--- src/rtl/merge_fifo.sv ---
// Show-ahead FIFO feeding merge comparators: head entry is always on o_dout while o_valid.
// Optional sticky protocol-error flag is compiled in when MERGE_FIFO_ERR_EN is defined.
module merge_fifo #(
  parameter int unsigned DATA_WIDTH = 32,
  parameter int unsigned DEPTH_LOG2 = 4
) (
  input  logic                  i_clk,
  input  logic                  i_rst,
  input  logic [DATA_WIDTH-1:0] i_din,
  input  logic                  i_enq,
  output logic                  o_full,
  output logic [DATA_WIDTH-1:0] o_dout,
  output logic                  o_valid,
  input  logic                  i_deq,
  output logic [DEPTH_LOG2:0]   o_count,
  output logic                  o_err
);

  localparam int unsigned DEPTH = 1 << DEPTH_LOG2;
  localparam int unsigned CW    = DEPTH_LOG2 + 1;
  localparam int unsigned PW    = DEPTH_LOG2;
  localparam logic [CW-1:0] FULL_CNT = CW'(DEPTH);

  logic [DATA_WIDTH-1:0] r_mem [DEPTH];
  logic [PW-1:0]         r_wp;
  logic [PW-1:0]         r_rp;
  logic [CW-1:0]         r_count;

  logic                  w_full;
  logic                  w_valid;
  logic                  w_wr;
  logic                  w_rd;

  // Status flags decode registered occupancy only; requests never reach outputs combinationally.
  always_comb begin
    w_full  = (r_count == FULL_CNT);
    w_valid = (r_count != '0);
    w_wr    = i_enq & ~w_full;
    w_rd    = i_deq & w_valid;
  end

  // Storage array carries no reset; occupancy decides what is meaningful.
  always_ff @(posedge i_clk) begin
    if (!i_rst && w_wr) begin
      r_mem[r_wp] <= i_din;
    end
  end

  always_ff @(posedge i_clk) begin
    if (i_rst) begin
      r_wp    <= '0;
      r_rp    <= '0;
      r_count <= '0;
    end else begin
      if (w_wr) begin
        r_wp <= r_wp + PW'(1);
      end
      if (w_rd) begin
        r_rp <= r_rp + PW'(1);
      end
      case ({w_wr, w_rd})
        2'b10:   r_count <= r_count + CW'(1);
        2'b01:   r_count <= r_count - CW'(1);
        default: r_count <= r_count;
      endcase
    end
  end

`ifdef MERGE_FIFO_ERR_EN
  logic r_err;

  // Sticky until reset: overflow or underflow attempt seen in any cycle.
  always_ff @(posedge i_clk) begin
    if (i_rst) begin
      r_err <= 1'b0;
    end else if ((i_enq & w_full) | (i_deq & ~w_valid)) begin
      r_err <= 1'b1;
    end
  end

  assign o_err = r_err;
`else
  assign o_err = 1'b0;
`endif

  always_comb begin
    o_full  = w_full;
    o_valid = w_valid;
    o_count = r_count;
    o_dout  = w_valid ? r_mem[r_rp] : '0;
  end

endmodule
--- config.mk ---
export PLATFORM = sky130hd
export DESIGN_NAME = merge_fifo
export DESIGN_NICKNAME = d
export VERILOG_FILES = /design/src/rtl/merge_fifo.sv
export SDC_FILE = /design/constraint.sdc
export NUM_CORES = 1
export LEC_CHECK = 0
export CAP_MARGIN = 10
export CELL_PAD_IN_SITES_DETAIL_PLACEMENT = 0
export CELL_PAD_IN_SITES_GLOBAL_PLACEMENT = 1
export CORE_MARGIN = 5
export CORE_UTILIZATION = 34
export DETAILED_ROUTE_END_ITERATION = 12
export MAX_ROUTING_LAYER = met4
export PLACE_DENSITY = 0.59
export RECOVER_POWER = 100
export SLEW_MARGIN = 20
export SYNTH_ARGS = -nofsm -noshare
export SYNTH_HDL_FRONTEND = slang
export SYNTH_SLANG_ARGS = --single-unit
export TNS_END_PERCENT = 20
--- constraint.sdc ---
create_clock -name i_clk -period 2.9 [get_ports i_clk]
set_clock_uncertainty 0.15 [all_clocks]
set_input_delay 0.29 -clock i_clk [delete_from_list [all_inputs] [get_ports i_clk]]
set_output_delay 0.29 -clock i_clk [all_outputs]
set_load 0.005 [all_outputs]
* Word-level counts from Yosys, hierarchy flattened
Memories as Yosys holds them, arrays and structs flattened. A register that Yosys moved wholly into a read port is not among the register bits.
Index checks and enable logic that the tools add are counted.
** Word-level totals
- Register bits after elaboration :: 13
- Bits in latches :: 0
- RAM bits :: 512
- ROM bits :: 0
- Bits of input ports :: 36
- Memories kept :: 1
- Logic and storage cells :: 24
- Output and inout bits :: 40
** Memories
- r_mem :: depth 16, bits a word 32, read ports 1, clocked after Yosys merged registers in 1, wr ports 1, line 24 : logic [DATA_WIDTH-1:0] r_mem [DEPTH];
** Operators by class
- Add/sub/neg operators :: 4
- Muxes and demuxes :: 6
- Reductions and logical operators :: 4
- Equal/unequal tests :: 3
- $lt $le $gt $ge :: 0
- Multiply operators :: 0
- Divide/modulo/power cells :: 0
- Bitwise gates (word level) :: 3
- Shift operators :: 0
** Operators with widths (number)
- 32-bit 2-to-1 mux :: 1
- 5-bit one-hot mux with 2 select lines :: 1
- 4-bit by 1-bit adder with 4-bit output, second input constant :: 2
- 4-bit 2-to-1 mux :: 2
- 5-bit by 1-bit adder with 5-bit output, second input constant :: 1
- 5-bit equality test, second input constant :: 1
- 5-bit nonzero test :: 1
- 5-bit by 1-bit subtractor with 5-bit output, second input constant :: 1
- 1-bit bitwise AND :: 2
- 2-bit by 1-bit equality test with 1-bit output, second input constant :: 1
- 2-bit equality test, second input constant :: 1
- 1-bit 2-to-1 mux :: 2
- 2-bit nonzero test :: 1
- 1-bit logical AND :: 1
- 1-bit logical NOT :: 1
- 1-bit inverter :: 1

* Longest topological paths before layout
- Depth in word-level cells :: 6
- Depth in mapped cells :: 11
- Mapped depth without buffers :: 9

* Least setup slack after synthesis
Ideal clock, no wire load.
- Path kind :: register -> register
- From :: register r_count[0], in the netlist o_count[0]
- To :: memory r_mem[12][0], enable pin
- Arrival :: 2.567 ns
- Stages on the path, launching flop included :: 7
- Period minus slack after synthesis :: 3.138 ns
- Setup slack :: -0.238 ns
- Required time :: 2.329 ns
- Path through :: dfxtp_1 > or4_1 > buf_6 > o21a_1 > clkbuf_1 > nand2_1 > nor2_1
** On the way
- Word-level cells in the longest chain between the ends :: 6
** RTL lines
- start: declaration :: line 27 : logic [CW-1:0] r_count;
- start signal: assignment :: line 62 : 2'b10: r_count <= r_count + CW'(1);
- start signal: assignment :: line 63 : 2'b01: r_count <= r_count - CW'(1);
- start signal: assignment :: line 64 : default: r_count <= r_count;
- 5-bit equality test :: line 36 : w_full = (r_count == FULL_CNT);
- 1-bit inverter :: line 38 : w_wr = i_enq & ~w_full;
- 1-bit bitwise AND :: line 38
- 1-bit logical AND :: line 44 : if (!i_rst && w_wr) begin
- 1-bit 2-to-1 mux :: line 44
- 1-bit 2-to-1 mux (not written as such) :: line 45 : r_mem[r_wp] <= i_din;
- end: declaration :: line 24
No other way between the ends.

* Final worst setup path
- From :: register r_count[0], in the netlist o_count[0]
- To :: output o_dout[22]
** On the way
- Word-level cells in the longest chain between the ends :: 2
** RTL lines
- 5-bit nonzero test :: line 37 : w_valid = (r_count != '0);
- 32-bit 2-to-1 mux :: line 90 : o_dout = w_valid ? r_mem[r_rp] : '0;
- end: declaration :: line 12 : output logic [DATA_WIDTH-1:0] o_dout,
No other way between the ends.

==> metrics.yaml <==
setup_path:
  required_ps: 2460
  crit_type: "reg2out"
  max_stage_delay_ps: 570
  crit_top_cell: "buf_12"
  worstPathMaxFanout: 11
  worstPathArrival_ps: 2670
  crit_chain: "or4_4, nor2_4, buf_4, nor3b_4, buf_12, buf_12, a221o_1, dlygate4sd2_1"
  cp_slowest_cell: "or4_4"
  crit_path_end_kind: "output port"
  crit_family: "simple AND/OR/NAND/NOR gates"
  crit_buf_inv: 4
  startpoint_type: "flip-flop"
sta:
  slew-limit-headroom_pct: 28.54
  totalNegativeSetupSlack_ps: -4376
  finalHoldViolCount: 0
  post-route-period-util_pct: 107.3
  setup_ws_ps: -212.6
  slew_violations: 0
  fin_crit_ps: 3113
  setup_viol_count_final: 33
  tightest_slew_ps: 1069
  holdWs_ps: 331.2
  fmax_ghz: 0.3213
  rsz0062_at_grt: "true"
yosys:
  synth_top_area_cell: "edfxtp_1"
  synth_edf_count: 512
  ys_seq_area_share_pct: 77.10
  synth_ff_type: "edfxtp_1"
  ys_warn_count: 0
  syn-cell-area_um2: 20380
  ys_seq_elements: 529
  syn_nets: 942
  synth_cell_types: 34
  yosys-top-cells-area: "edfxtp_1 75%, mux4_2 14%, mux2_2 1.8%"
  syn-instance-count: 896
  yosysMostFrequentCell: "edfxtp_1"
  synthArstFlopShare_pct: 0
  avgSynthCellArea_um2: 22.75
  yosys.area.top_type_share_pct: 75.43
  synth_common_cells: "512 x edfxtp_1, 128 x mux4_2, 33 x nor2b_1"
final_layout:
  final_layout_size_suffix_gt1_share_pct: 35.87
  fin_cells: 1907
  fin_area_um2: 25120
  regArea_um2: 15730
  multi_input_area_um2: 4548
  n_fill_cell: 5139
  final_util_pct: 42.40
  nets: 1142
  area_growth_syn_to_layout_pct: 23.23
die:
  start_util_pct: 34.40
  die_w_um: 254.8
  num_rows: 89
  fp.dieH_um: 254.8
  io_pins: 76
  dieArea_um2: 64940
  core_area_um2: 59240
routing:
  ant_nets: 0
  drt-total-wl_mm: 45.69
  met3WireLength_mm: 2.387
  wl_met2_mm: 22.32
  drt_iter0_markers: 772
  drtPass1Iterations: 5
  num_vias: 9665
  vias_per_cell: 5.068
  top_layer: "met4"
  avgRoutedWirePerCell_um: 23.96
  met1_length_mm: 20.38
  drc: 0
clock_tree:
  h-tree-depth: 2
  cts_sinks: 529
  cts_tree: "yes"
  clockRootBuffer: "clkbuf_16"
  postCtsHoldBufs: 0
  cts_buffers: 52
  cts.path.max_buffers: 3
  worstSkewPairLatency_ps: 580
  clk_pin_slew_ps: 60
grt:
  grt_pass1_vias: 10260
  grt_max_degree: 33
  overflow: 0
  grt_pass1_wl_mm: 67.55
  grt_antenna_before_repair: 2
  grt_usage_pct: 14.48
power_and_ir_drop:
  power_mw: 20.51
  power.leakage_nw: 7.976
  p_per_area_nw_per_um2: 816.6
  worst_ir_drop_vdd_v: 0.0003989
placed_design:
  dp_hpwl_mm: 24.44
  port-buffer-count: 74
  placed_area_um2: 22730
  dp_worst_setup_slack_ps: 24.90
  gp_congestion: 0.7166
  placed_cells: 1758
status:
  violations: "negative setup slack"
  outcome: "finished with violations"
hold_path:
  hp-class: "in2reg"
run:
  maxCapViolCount: 0
## per-layer routing
metal,GRT usage (%),up-vias
met5,-,-
met4,2.899,0
met3,3.008,46
met2,22.89,218
met1,19.81,5220
li1,-,4181
## layout by cell type, fill, tap and decap left out, types with 6 or more instances in the layout
cell type	n
mux4_2	128
nor2_1	16
bufinv_16	6
nor2_4	14
dfxtp_1	13
clkbuf_1	11
clkdlybuf4s50_1	9
clkbuf_2	10
clkinv_1	8
buf_16	6
buf_2	15
edfxtp_1	512
a221o_1	32
mux2_4	11
mux2_2	21
clkbuf_16	54
clkinv_2	10
dlygate4sd3_1	32
ha_1	8
xor2_1	6
buf_4	63
buf_12	37
nor2b_1	32
inv_1	6
buf_6	9
## report_power, final
| part | internal (mW) | switching, mW | total, mW |
|---|---|---|---|
| sequential | 8.54 | 0.0760 | 8.61 |
| combinational | 3.03 | 2.27 | 5.30 |
| clock | 3.86 | 2.74 | 6.60 |
| total | 15.4 | 5.09 | 20.5 |
## path summary, 6_finish.rpt
| path | startpoint | to | slack, ps | cells after the start |
|---|---|---|---|---|
| worst min register to register | r_rp[3] | flip-flop | 370 | 2 |
| worst max register to register | o_count[0] | o_count[4] | -70 | 11 |
| worst max-delay path | o_count[0] | o_dout[22] | -210 | 8 |
| worst min-delay path | i_enq | r_wp[3] | 330 | 4 |
## what timing repair did
action	CTS	global route
pin swaps	18	12
setup buffers	49	4
gates cloned	5	0
resized for setup	124	25
endpoints found under the hold margin	0	0
setup endpoints to repair	32	34
## state kept, by name, indices dropped and copies added, names as in the netlist, named ones only
signal and cells:
r_mem 512, r_wp 4, o_count 5, r_rp 4
## worst reg2reg max path, stage by stage, from the launching register on
cell	delay, ps
dfxtp_2	310
or4_4	570
buf_12	150
buf_4	150
o21a_1	190
inv_1	100
ha_4	170
ha_1	270
a21oi_2	160
a21oi_1	90
or4_1	460
a21oi_1	140
## cells by family (layout without fill, tap and decap cells)
family	count (synthesis)	in the layout	synth area share [%]
flops	529	529	77.10
mux	163	163	16.06
simple gates	83	83	2.179
buf+inv	55	291	1.529
compound gates	47	47	2.118
fa+ha+maj	10	10	0.6507
xor+xnor	8	8	0.3438
other cells	1	3	0.01840
## layout make-up
type,instances,share of cell area (%)
inverters,7,0.1046
repair buffers,194,8.753
multi-input cells,312,18.11
clock inverters,26,1.101
clock buffers,64,5.445
well taps,773,3.851
diodes,2,0.01993
flip-flops and latches,529,62.62
(Power assumes the default switching activity.)
